[src/rtl/axi_irq_ctrl.sv]
// AXI4-Lite interrupt controller: collects up to 16 level/edge sources and drives one CPU irq line.
// Optional macro IRQ_CTRL_PRIO_EN adds a 2-bit-per-source PRIORITY register at 0x14.
module axi_irq_ctrl #(
    parameter int AXI_ADDR_BW_p = 12,
    parameter int AXI_DATA_BW_p = 32,
    parameter int IRQ_NBR_p     = 8
) (
    input  logic                     clk,
    input  logic                     rst_n,
    input  logic [AXI_ADDR_BW_p-1:0] i_axi_awaddr,
    input  logic                     i_axi_awvalid,
    input  logic [AXI_DATA_BW_p-1:0] i_axi_wdata,
    input  logic                     i_axi_wvalid,
    input  logic [3:0]               i_axi_wstrb,
    input  logic                     i_axi_bready,
    input  logic [AXI_ADDR_BW_p-1:0] i_axi_araddr,
    input  logic                     i_axi_arvalid,
    input  logic                     i_axi_rready,
    output logic                     o_axi_awready,
    output logic                     o_axi_wready,
    output logic [1:0]               o_axi_bresp,
    output logic                     o_axi_bvalid,
    output logic                     o_axi_arready,
    output logic [AXI_DATA_BW_p-1:0] o_axi_rdata,
    output logic [1:0]               o_axi_rresp,
    output logic                     o_axi_rvalid,
    input  logic [IRQ_NBR_p-1:0]     i_irq_src,
    output logic                     o_irq
);

    // state   | meaning
    // IDLE    | no request; watching for an eligible source
    // REQ     | o_irq high, claim_id latched, waiting for a CLAIM read
    // CLAIMED | software owns claim_id, waiting for a matching COMPLETE
    typedef enum logic [1:0] {IDLE, REQ, CLAIMED} state_t;

`ifdef IRQ_CTRL_PRIO_EN
    localparam bit PRIO_EN = 1'b1;
    logic [2*IRQ_NBR_p-1:0] prio_q;
    logic [1:0]             best;
`else
    localparam bit PRIO_EN = 1'b0;
`endif

    state_t                 state_q, state_d;
    logic [4:0]             claim_q, claim_d;
    logic [IRQ_NBR_p-1:0]   enable_q, edge_q, pend_edge_q, src_q;
    logic [IRQ_NBR_p-1:0]   pending, eligible, clr_mask;
    logic [3:0]             win_idx;
    logic                   win_found;
    logic                   wr_rdy_q, claim_rd_q;
    logic                   aw_hs, ar_hs, r_hs, wr_full, wr_mapped, rd_mapped;
    logic                   claim_fire, complete_fire;
    logic [2:0]             wr_off, rd_off;
    logic [AXI_DATA_BW_p-1:0] rd_data;
    logic                   unused_bits;

    assign unused_bits = ^{i_axi_awaddr, i_axi_araddr, i_axi_wdata};

    assign o_axi_awready = wr_rdy_q;
    assign o_axi_wready  = wr_rdy_q;
    assign aw_hs   = wr_rdy_q & i_axi_awvalid & i_axi_wvalid;
    assign ar_hs   = o_axi_arready & i_axi_arvalid;
    assign r_hs    = o_axi_rvalid & i_axi_rready;
    assign wr_off  = i_axi_awaddr[4:2];
    assign rd_off  = i_axi_araddr[4:2];
    assign wr_full = &i_axi_wstrb;
    assign wr_mapped = (wr_off <= 3'd4) || (PRIO_EN && wr_off == 3'd5);
    assign rd_mapped = (rd_off <= 3'd4) || (PRIO_EN && rd_off == 3'd5);

    assign pending  = (edge_q & pend_edge_q) | (~edge_q & src_q);
    assign eligible = pending & enable_q;

    // The claim takes effect when the CLAIM data is actually accepted on R.
    assign claim_fire    = r_hs & claim_rd_q & (state_q == REQ);
    assign complete_fire = aw_hs & wr_full & (wr_off == 3'd4) & (state_q == CLAIMED)
                         & (i_axi_wdata[4:0] == claim_q);

    always_comb begin
        clr_mask = '0;
        for (int i = 0; i < IRQ_NBR_p; i++)
            clr_mask[i] = claim_fire && (claim_q == 5'(i + 1));
    end

    always_comb begin
        win_found = 1'b0;
        win_idx   = '0;
`ifdef IRQ_CTRL_PRIO_EN
        best = 2'd0;
        for (int i = 0; i < IRQ_NBR_p; i++) begin
            if (eligible[i] && prio_q[2*i +: 2] > best) begin
                best    = prio_q[2*i +: 2];
                win_idx = 4'(i);
            end
        end
        win_found = (best != 2'd0);
`else
        for (int i = IRQ_NBR_p - 1; i >= 0; i--) begin
            if (eligible[i]) begin
                win_idx   = 4'(i);
                win_found = 1'b1;
            end
        end
`endif
    end

    always_comb begin
        rd_data = '0;
        case (rd_off)
            3'd0: rd_data = AXI_DATA_BW_p'(pending);
            3'd1: rd_data = AXI_DATA_BW_p'(enable_q);
            3'd2: rd_data = AXI_DATA_BW_p'(edge_q);
            3'd3: rd_data = (state_q == REQ) ? AXI_DATA_BW_p'(claim_q) : '0;
`ifdef IRQ_CTRL_PRIO_EN
            3'd5: rd_data = AXI_DATA_BW_p'(prio_q);
`endif
            default: rd_data = '0;
        endcase
    end

    always_comb begin
        state_d = state_q;
        claim_d = claim_q;
        o_irq   = 1'b0;
        case (state_q)
            IDLE: begin
                if (win_found) begin
                    claim_d = 5'(win_idx) + 5'd1;
                    state_d = REQ;
                end
            end
            REQ: begin
                o_irq = 1'b1;
                if (claim_fire)
                    state_d = CLAIMED;
                else if (!win_found)
                    state_d = IDLE;
            end
            CLAIMED: begin
                if (complete_fire)
                    state_d = IDLE;
            end
            default: state_d = IDLE;
        endcase
    end

    always_ff @(posedge clk) begin
        if (!rst_n) begin
            state_q       <= IDLE;
            claim_q       <= '0;
            enable_q      <= '0;
            edge_q        <= '0;
            pend_edge_q   <= '0;
            src_q         <= '0;
            wr_rdy_q      <= 1'b0;
            o_axi_bvalid  <= 1'b0;
            o_axi_bresp   <= 2'b00;
            o_axi_arready <= 1'b0;
            o_axi_rvalid  <= 1'b0;
            o_axi_rdata   <= '0;
            o_axi_rresp   <= 2'b00;
            claim_rd_q    <= 1'b0;
`ifdef IRQ_CTRL_PRIO_EN
            prio_q        <= '0;
`endif
        end else begin
            state_q     <= state_d;
            claim_q     <= claim_d;
            src_q       <= i_irq_src;
            // Set has priority over the claim clear.
            pend_edge_q <= (pend_edge_q & ~clr_mask) | (i_irq_src & ~src_q & edge_q);

            wr_rdy_q <= i_axi_awvalid & i_axi_wvalid & ~o_axi_bvalid & ~wr_rdy_q;
            if (aw_hs) begin
                o_axi_bvalid <= 1'b1;
                o_axi_bresp  <= wr_mapped ? 2'b00 : 2'b10;
                if (wr_full) begin
                    case (wr_off)
                        3'd1: enable_q <= i_axi_wdata[IRQ_NBR_p-1:0];
                        3'd2: edge_q   <= i_axi_wdata[IRQ_NBR_p-1:0];
`ifdef IRQ_CTRL_PRIO_EN
                        3'd5: prio_q   <= i_axi_wdata[2*IRQ_NBR_p-1:0];
`endif
                        default: ;
                    endcase
                end
            end else if (i_axi_bready) begin
                o_axi_bvalid <= 1'b0;
            end

            o_axi_arready <= i_axi_arvalid & ~o_axi_rvalid & ~o_axi_arready;
            if (ar_hs) begin
                o_axi_rvalid <= 1'b1;
                o_axi_rdata  <= rd_data;
                o_axi_rresp  <= rd_mapped ? 2'b00 : 2'b10;
                claim_rd_q   <= (rd_off == 3'd3) && (state_q == REQ);
            end else if (r_hs) begin
                o_axi_rvalid <= 1'b0;
                claim_rd_q   <= 1'b0;
            end
        end
    end

endmodule

[config.mk]
export PLATFORM = sky130hd
export DESIGN_NAME = axi_irq_ctrl
export DESIGN_NICKNAME = d
export VERILOG_FILES = /design/src/rtl/axi_irq_ctrl.sv
export SDC_FILE = /design/constraint.sdc
export NUM_CORES = 1
export LEC_CHECK = 0
export BUFFER_PORTS_ARGS = -buffer_cell sky130_fd_sc_hd__clkbuf_2
export CAP_MARGIN = 20
export CORE_ASPECT_RATIO = 1.2
export CORE_MARGIN = 4
export CORE_UTILIZATION = 43
export CTS_CLUSTER_DIAMETER = 120
export DETAILED_ROUTE_END_ITERATION = 8
export HOLD_SLACK_MARGIN = 0.03
export MAX_ROUTING_LAYER = met4
export PLACE_DENSITY_LB_ADDON = 0.2
export SYNTH_ARGS = -nofsm -noshare
export SYNTH_HDL_FRONTEND = slang
export SYNTH_SLANG_ARGS = --single-unit
export TNS_END_PERCENT = 20
[constraint.sdc]
create_clock -name clk -period 1.8 [get_ports clk]
set_clock_uncertainty 0.05 [all_clocks]
set_input_delay 0.18 -clock clk [delete_from_list [all_inputs] [get_ports clk]]
set_output_delay 0.18 -clock clk [all_outputs]
set_load 0.01 [all_outputs]
---- Word level (Yosys, flattened, before mapping) ----
Cells that the tools add are included.
cells by class
  add/subtract/negate cells ............... 1
  magnitude comparators ................... 2
  equality and inequality tests ........... 20
  muxes and demuxes ....................... 31
  bitwise logic cells ..................... 30
  reductions and logical operators ........ 18
operator list
  kind                   number
  $and A8 B8 Y8          6
  $pmux W8 S4            1
  $mux W4                7
  $not A8 Y8             3
  $eq A5 B3 Y1 const B   4
  $or A8 B8 Y8           2
  $and A1 B1 Y1          15
  $mux W1                14
  $mux W2                6
  $reduce_and A6 Y1      2
  $eq A5 B2 Y1 const B   2
  $eq A3 B2 Y1 const B   3
  $logic_and A1 B1 Y1    9
  $eq A3 B1 Y1 const B   2
  $le A3 B3 Y1 const B   2
  $pmux W2 S3            1
  $add A4 B1 Y5 const B  1
  $eq A5 B1 Y1 const B   1
  $eq A5 B4 Y1 const B   1
  $eq A5 B5 Y1           1
  $mux W5                1
  $ne A2 B2 Y1 const B   2
  $not A1 Y1             4
  $reduce_and A4 Y1      1
  10 further kinds       11
word-level totals
  bits in registers ....................... 80
  output and inout port bits .............. 42
  word-level logic and storage cells ...... 116

---- Logic depth before layout (Yosys ltp) ----
Gate-level depths: netlist of run 1.
  word-level depth ........................ 15
  gate-level depth with buffers ........... 8
  mapped depth without buffers ............ 8

---- Worst setup path after synthesis of run 1 ----
Ideal clock, no wire load.
  kind .................................... flip-flop to flip-flop
  start point ............................. reg edge_q[7]
  end point ............................... reg claim_q[2]
  library setup time ...................... 0.079 ns
  data arrival time ....................... 1.776 ns
  data required time ...................... 1.671 ns
  slack ................................... -0.105 ns
  cell stages (with the launch flop) ...... 8
  path buffers ............................ 0
  path through ............................ dfxtp_1 mux2_2 a32o_1 a31oi_2 nor2_1 ha_1 xor2_1 a211oi_2
on the way
  word-level cells in the longest chain between the ends .. 13
ends and longest elaborated chain
  what                                                line  source
  start: declaration                                  47    logic [IRQ_NBR_p-1:0] enable_q, edge_q, pend_edge_q, src_q;
  start signal: assignment                            180   3'd2: edge_q <= i_axi_wdata[IRQ_NBR_p-1:0];
  $not A8 Y8                                          71    assign pending = (edge_q & pend_edge_q) | (~edge_q & src_q);
  $and A8 B8 Y8                                       71
  $or A8 B8 Y8 (*)                                    71
  $and A8 B8 Y8 (*)                                   72    assign eligible = pending & enable_q;
  $mux W3 or $mux W1 (tied branches)                  99    if (eligible[i]) begin
  $mux W4 or $mux W1 (tied branches) (7 in series)    99
  $add A4 B1 Y5 or $reduce_and A2 Y1 (tied branches)  --
  end signal: assignment                              168   claim_q <= claim_d;
  end: declaration                                    46    logic [4:0] claim_q, claim_d;
Every way passes the cells marked *; elsewhere a longest branch is shown, timed or not.
A chain may end at the register's enable or synchronous reset.

---- Worst setup path in the final report of run 1 ----
  start point ............................. reg edge_q[3]
  end point ............................... reg claim_q[2]
on the way
  word-level cells in the longest chain between the ends .. 9
ends and longest elaborated chain
  what                                                line
  $not A8 Y8                                          71
  $and A8 B8 Y8                                       71
  $or A8 B8 Y8 (*)                                    71
  $and A8 B8 Y8 (*)                                   72
  $mux W4 or $mux W1 (tied branches) (4 in series)    99
  $add A4 B1 Y5 or $reduce_and A2 Y1 (tied branches)  --
Marked as above.

==> results of run 1 <==
state kept, by name, indices dropped and copies added, names as in the netlist:
signal	count
o_axi_bvalid	1
src_q	8
pend_edge_q	8
o_axi_awready	1
state_q	2
o_axi_bresp	1
edge_q	8
enable_q	8
o_axi_arready	1
claim_rd_q	1
claim_q	4
o_axi_rresp	1
o_axi_rvalid	1
o_axi_rdata	8
Yosys cell counts (3+ instances only):
cell type  instances
dfxtp_1           53
nor2_1            29
a21oi_1           28
buf_4             27
o21ai_0           25
mux2i_1           16
nand2_1           16
and2_1            10
nand2b_1          10
nand3b_1          10
clkbuf_1           8
a22oi_1            5
mux2_4             4
nand3_1            4
xnor2_1            4
a22oi_4            3
mux2_2             3
nand4_1            3
nor2b_1            3
o21ai_1            3
cell families after synthesis:
family,synth area share
mux,0.0955
other cells,0.00135
compound gates,0.196
simple gates,0.206
flops,0.382
fa+ha+maj,0.00451
xor+xnor,0.0158
buf+inv,0.0982
per-layer routing:
metal	wire, µm	global-route usage	up-vias	share of wire
met1	2920	0.232	1084	0.42
met5	0	-	-	0
met3	444	0.0318	10	0.064
li1	-	-	1172	-
met4	126	0.0732	0	0.018
met2	3440	0.309	77	0.50
timing repair:
item / in CTS / in global routing
pin swaps: 0 / 4
endpoints found under the setup margin: 2 / 10
gates resized for setup: 4 / 8
cell type report:
| cell class | count | area, µm² |
|---|---|---|
| Inverter | 2 | 7.51 |
| Multi-Input combinational cell | 236 | 1570 |
| Sequential cell | 53 | 1070 |
| Timing Repair Buffer | 76 | 454 |
| Clock buffer | 7 | 86.3 |
| Fill cell | 603 | 2870 |
| Tap cell | 82 | 103 |
final timing paths:
kind | startpoint | endpoint
setup reg to reg | edge_q[3]$_SDFFE_PN0P_ | claim_q[2]$_SDFFE_PN0P_
hold / removal | i_irq_src[4] | src_q[4]$_SDFF_PN0_
hold reg to reg | o_axi_awready$_SDFF_PN0_ | o_axi_awready$_SDFF_PN0_
setup / recovery | edge_q[3]$_SDFFE_PN0P_ | claim_q[2]$_SDFFE_PN0P_
through the flow:
step	setup TNS [ns]	hold WS [ns]	cell area, µm²
2_1_floorplan	0	0.249	2890
3_3_place_gp	0	0.349	3170
3_5_place_dp	-0.00414	0.354	3170
4_1_cts	-0.0199	0.0377	3260
5_1_grt	-0.0763	0.0344	3290
6_report	0	0.0417	3290
power groups by stage:
stage                     Combinational (mW)  Clock, mW  Sequential [mW]
after floorplan                        0.153          0             1.24
after global placement                 0.214          0             1.23
final                                  0.215      0.676             1.21
after global routing                   0.238      0.741             1.21
after detailed placement               0.215          0             1.23
after CTS                              0.216      0.700             1.21
==> reports/qor.csv, run 1 <==
metric,value,unit
setup_ws,0.0221,ns
clock-sinks,53,
setup_violations,0,
grt_usage,0.189,
instances_no_fill,456,
gr-total-overflow,0,
fin_util,0.534,
rr_worst_depth,7,
arrival,1.95,ns
cp_num_cells,7,
root_buffer,clkbuf_8,
cp_max_fo,2,
drc_errors,0,
p_leak,1.37,nW
layout_commonest_cell,clkbuf_2,
comb_power_share,0.103,
crit_family,compound AO/OA/AOI/OAI gates,
max_freq,0.562,GHz
clock_power_share,0.323,
dp_slack,-0.00414,ns
netlist_instances,305,
die_w,81.4,µm
end_kind,flip-flop,
cp.buffers_inverters,0,
mostFrequentLayoutCells,"clkbuf_2, dfxtp_1, nor2_1",
grt_max_degree,22,
antenna_found_initial,0,
p_sw,0.513,mW
ant_nets,0,
portBuffers,48,
synth-edff-count,0,
ys_warn_count,0,
internal_power,1.58,mW
clk_latency,0.30,ns
finalHoldViolations,0,
clk_path_buf_depth,2,
avgSynthCellArea,9.10,µm²
fin_crit_sh,0.988,
ctsHtreeMaxLevel,2,
yosysTopAreaCell,dfxtp_1,
path_class,reg2reg,
drive_gt1_frac,0.302,
hold_path_depth,2,
finalPower,2.10,mW
syn_area,0.00278,mm²
path_clk_slew,0.09,ns
p_per_area,637,mW/mm²
synth_top_area_frac,0.382,
die_area,0.00781,mm²
via_per_inst,5.14,
async_flop_share,0,
ys.flop_type,dfxtp_1,
cp-start-kind,flip-flop,
drt_pass1_iterations,4,
layout_min_cycle_time,1.78,ns
drt-initial-drc-count,155,
io-pin-count,117,
die_y,96.0,µm
start_util,0.450,
hp-class,in2reg,
coreArea,0.00617,mm²
rsz0062_at_grt,yes,
grt_pass1_vias,2162,
p_sw_frac,0.244,
ir_worst_vdd,0.410,mV
finish.net_count,450,
ys_seq_area_frac,0.382,
finalMaxSlewViolations,0,
antennaDiodeCount,0,
cp_cell_sequence,mux2_4 -> a32o_2 -> a31oi_4 -> nor2_1 -> ha_2 -> xor2_2 -> a211oi_2,
synth.distinct_cells,52,
avgRoutedWirePerCell,15.2,µm
yosys_register_bits,53,
area_delta_synth_final,18.6,%
reg2reg_slack,0.02,ns
synth_area_leaders,"dfxtp_1, buf_4, mux2i_1",
crit_slowest_cell,dfxtp_2,
cts_buffers,5,
cts_tree,yes,
critPathRequiredTime,1.98,ns
grt_pass1_wl,10.8,mm
cts_setup_buffers,0,
dp_hpwl,5.12,mm
cpPeakStageDelay,0.35,ns
place_congestion,0.940,
seq_power_share,0.575,
routed_wl,6.93,mm
row_count,31,
drv_cap,0,
dp_cells,449,
postCtsHoldBufs,0,
vias,2343,
status,completed,
No activity file was read; power rests on OpenSTA's default activity.
==> run 2: changes to the inputs <==
Settings changed: PLACE_DENSITY set to 0.83, PLACE_DENSITY_LB_ADDON 0.2 to unset.
==> run 2 against run 1 <==
The flow now finishes with violations (negative setup slack). Count of clock-buffer cells in the layout down 2. Largest power group unchanged. Via count down 0.38%. Fmax is 1.6% lower. Sequential power about the same. Clock power fell by 2%. Routed wire length decreased by 1.4%. Total power is 0.60% lower. Critical path type unchanged.
==> reports/qor.csv, run 2 (synthesis gave the netlist of run 1 again) <==
metric,value,unit,change
status,finished with violations,,was completed
violations,negative setup slack,,
cp_cell_sequence,mux2_4 -> a32o_2 -> a31oi_4 -> nor2_2 -> ha_2 -> xor2_2 -> a211oi_2,,was mux2_4 -> a32o_2 -> a31oi_4 -> nor2_1 -> ha_2 -> xor2_2 -> a211oi_2
finalHoldViolations,0,,unchanged
setup_violations,1,,was 0
antenna_found_initial,0,,unchanged
cp-start-kind,flip-flop,,unchanged
grt_pass1_vias,2229,,was 2162
setup-tns-final,-0.00634,ns,was 0 ns
die_y,96.0,µm,unchanged
drt-initial-drc-count,108,,was 155
clock-sinks,53,,unchanged
max_freq,0.554,GHz,was 0.562 GHz
vias,2334,,was 2343
finish.net_count,449,,was 450
avgRoutedWirePerCell,15.0,µm,was 15.2 µm
routed_wl,6.84,mm,was 6.93 mm
post-route-cell-area,0.00330,mm²,was 0.00329 mm²
coreArea,0.00617,mm²,unchanged
hold_path_depth,3,,was 2
grt_pass1_wl,10.5,mm,was 10.8 mm
rr_worst_depth,7,,unchanged
start_util,0.450,,unchanged
finalMaxSlewViolations,0,,unchanged
cts_tree,yes,,unchanged
via_per_inst,5.12,,was 5.14
grt_max_degree,23,,was 22
layout_min_cycle_time,1.81,ns,was 1.78 ns
path_clk_slew,0.10,ns,was 0.09 ns
rsz0062_at_grt,yes,,unchanged
arrival,1.99,ns,was 1.95 ns
ir_worst_vdd,0.480,mV,was 0.410 mV
cpPeakStageDelay,0.35,ns,about the same
postCtsHoldBufs,0,,unchanged
clk_latency,0.31,ns,was 0.30 ns
area_delta_synth_final,19.0,%,was 18.6%
ctsHtreeMaxLevel,2,,unchanged
hp-class,in2reg,,unchanged
cts_buffers,5,,unchanged
gr-total-overflow,0,,unchanged
root_buffer,clkbuf_8,,unchanged
drive_gt1_frac,0.305,,was 0.302
fin_util,0.536,,was 0.534
p_leak,1.36,nW,was 1.37 nW
cts_setup_buffers,0,,unchanged
antennaDiodeCount,0,,unchanged
tightest_slew,0.651,ns,
path_class,reg2reg,,unchanged
fin_crit_sh,1.00,,was 0.988
dp_hpwl,5.14,mm,was 5.12 mm
drc_errors,0,,unchanged
portBuffers,48,,unchanged
drt_pass1_iterations,4,,unchanged
critPathRequiredTime,1.99,ns,was 1.98 ns
place_congestion,0.926,,was 0.940
io-pin-count,117,,unchanged
clk_path_buf_depth,2,,unchanged
grt_usage,0.184,,was 0.189
p_per_area,631,mW/mm²,was 637 mW/mm²
die_w,81.4,µm,unchanged
finalPower,2.08,mW,was 2.10 mW
drv_cap,0,,unchanged
crit_slowest_cell,dfxtp_2,,unchanged
layout_commonest_cell,clkbuf_2,,unchanged
cp_max_fo,2,,unchanged
slew_headroom,0.564,,
reg2reg_slack,-0.006,ns,was 0.02 ns
row_count,31,,unchanged
die_area,0.00781,mm²,unchanged
setup_ws,-0.00634,ns,was 0.0221 ns
post_dp_cell_area,0.00319,mm²,was 0.00317 mm²
mostFrequentLayoutCells,"clkbuf_2, dfxtp_1, nor2_1, a21oi_1, conb_1",,"was clkbuf_2, dfxtp_1, nor2_1"
dp_slack,-0.0289,ns,was -0.00414 ns
ant_nets,0,,unchanged
end_kind,flip-flop,,unchanged
run 2: worst paths after layout:
path,start,endpoint
worst max-delay path,edge_q[7]$_SDFFE_PN0P_,claim_q[2]$_SDFFE_PN0P_
worst min-delay path,i_axi_awvalid,o_axi_awready$_SDFF_PN0_
worst max register to register,edge_q[7]$_SDFFE_PN0P_,claim_q[2]$_SDFFE_PN0P_
worst min register to register,o_axi_awready$_SDFF_PN0_,o_axi_awready$_SDFF_PN0_
run 2: critical path: cells and delay by family, from the launching register on:
kind,cells,cell delay [ns]
AO/OA/AOI/OAI,3,0.61
adder cells (fa/ha/maj),1,0.19
flip-flops,1,0.35
AND/OR/NAND/NOR,1,0.05
XOR/XNOR,1,0.18
multiplexers,1,0.31
run 2: where the power goes:
part	leakage [nW]	switching (mW)	internal, mW	total (mW)
combinational	0.886	0.129	0.0846	0.214
sequential	0.434	0.0131	1.19	1.21
clock	0.0439	0.396	0.270	0.665
total	1.36	0.538	1.55	2.08
run 2: stage by stage:
| stage | hold WS (ns) | instances |
|---|---|---|
| global route | 0.0316 | 456 |
| global placement | 0.352 | 448 |
| CTS | 0.0353 | 456 |
| floorplan | 0.249 | 330 |
| finish | 0.0308 | 456 |
| detailed placement | 0.353 | 448 |
run 2: repair_timing:
action | 4_1_cts | 5_1_grt
endpoints found under the setup margin | 1 | 6
gates resized for setup | 3 | 8
endpoints found under the hold margin | 0 | 0
pin swaps | 3 | 3
run 2: layer usage:
metal  GRT usage  part of all wire  vias to the layer above
met1       0.219              0.42                     1078
met4      0.0972             0.040                        0
met3      0.0309             0.055                       21
li1            -                 -                     1158
met2       0.296              0.48                       77
met5           -                 0                        -
run 2: area by class of cell:
type / instances / area, µm²
Inverter: 2 / 7.51
Timing Repair Buffer: 75 / 468
Clock inverter: 3 / 17.5
Sequential cell: 53 / 1070
Multi-Input combinational cell: 236 / 1570
Fill cell: 582 / 2860
Tap cell: 82 / 103
Clock buffer: 5 / 68.8
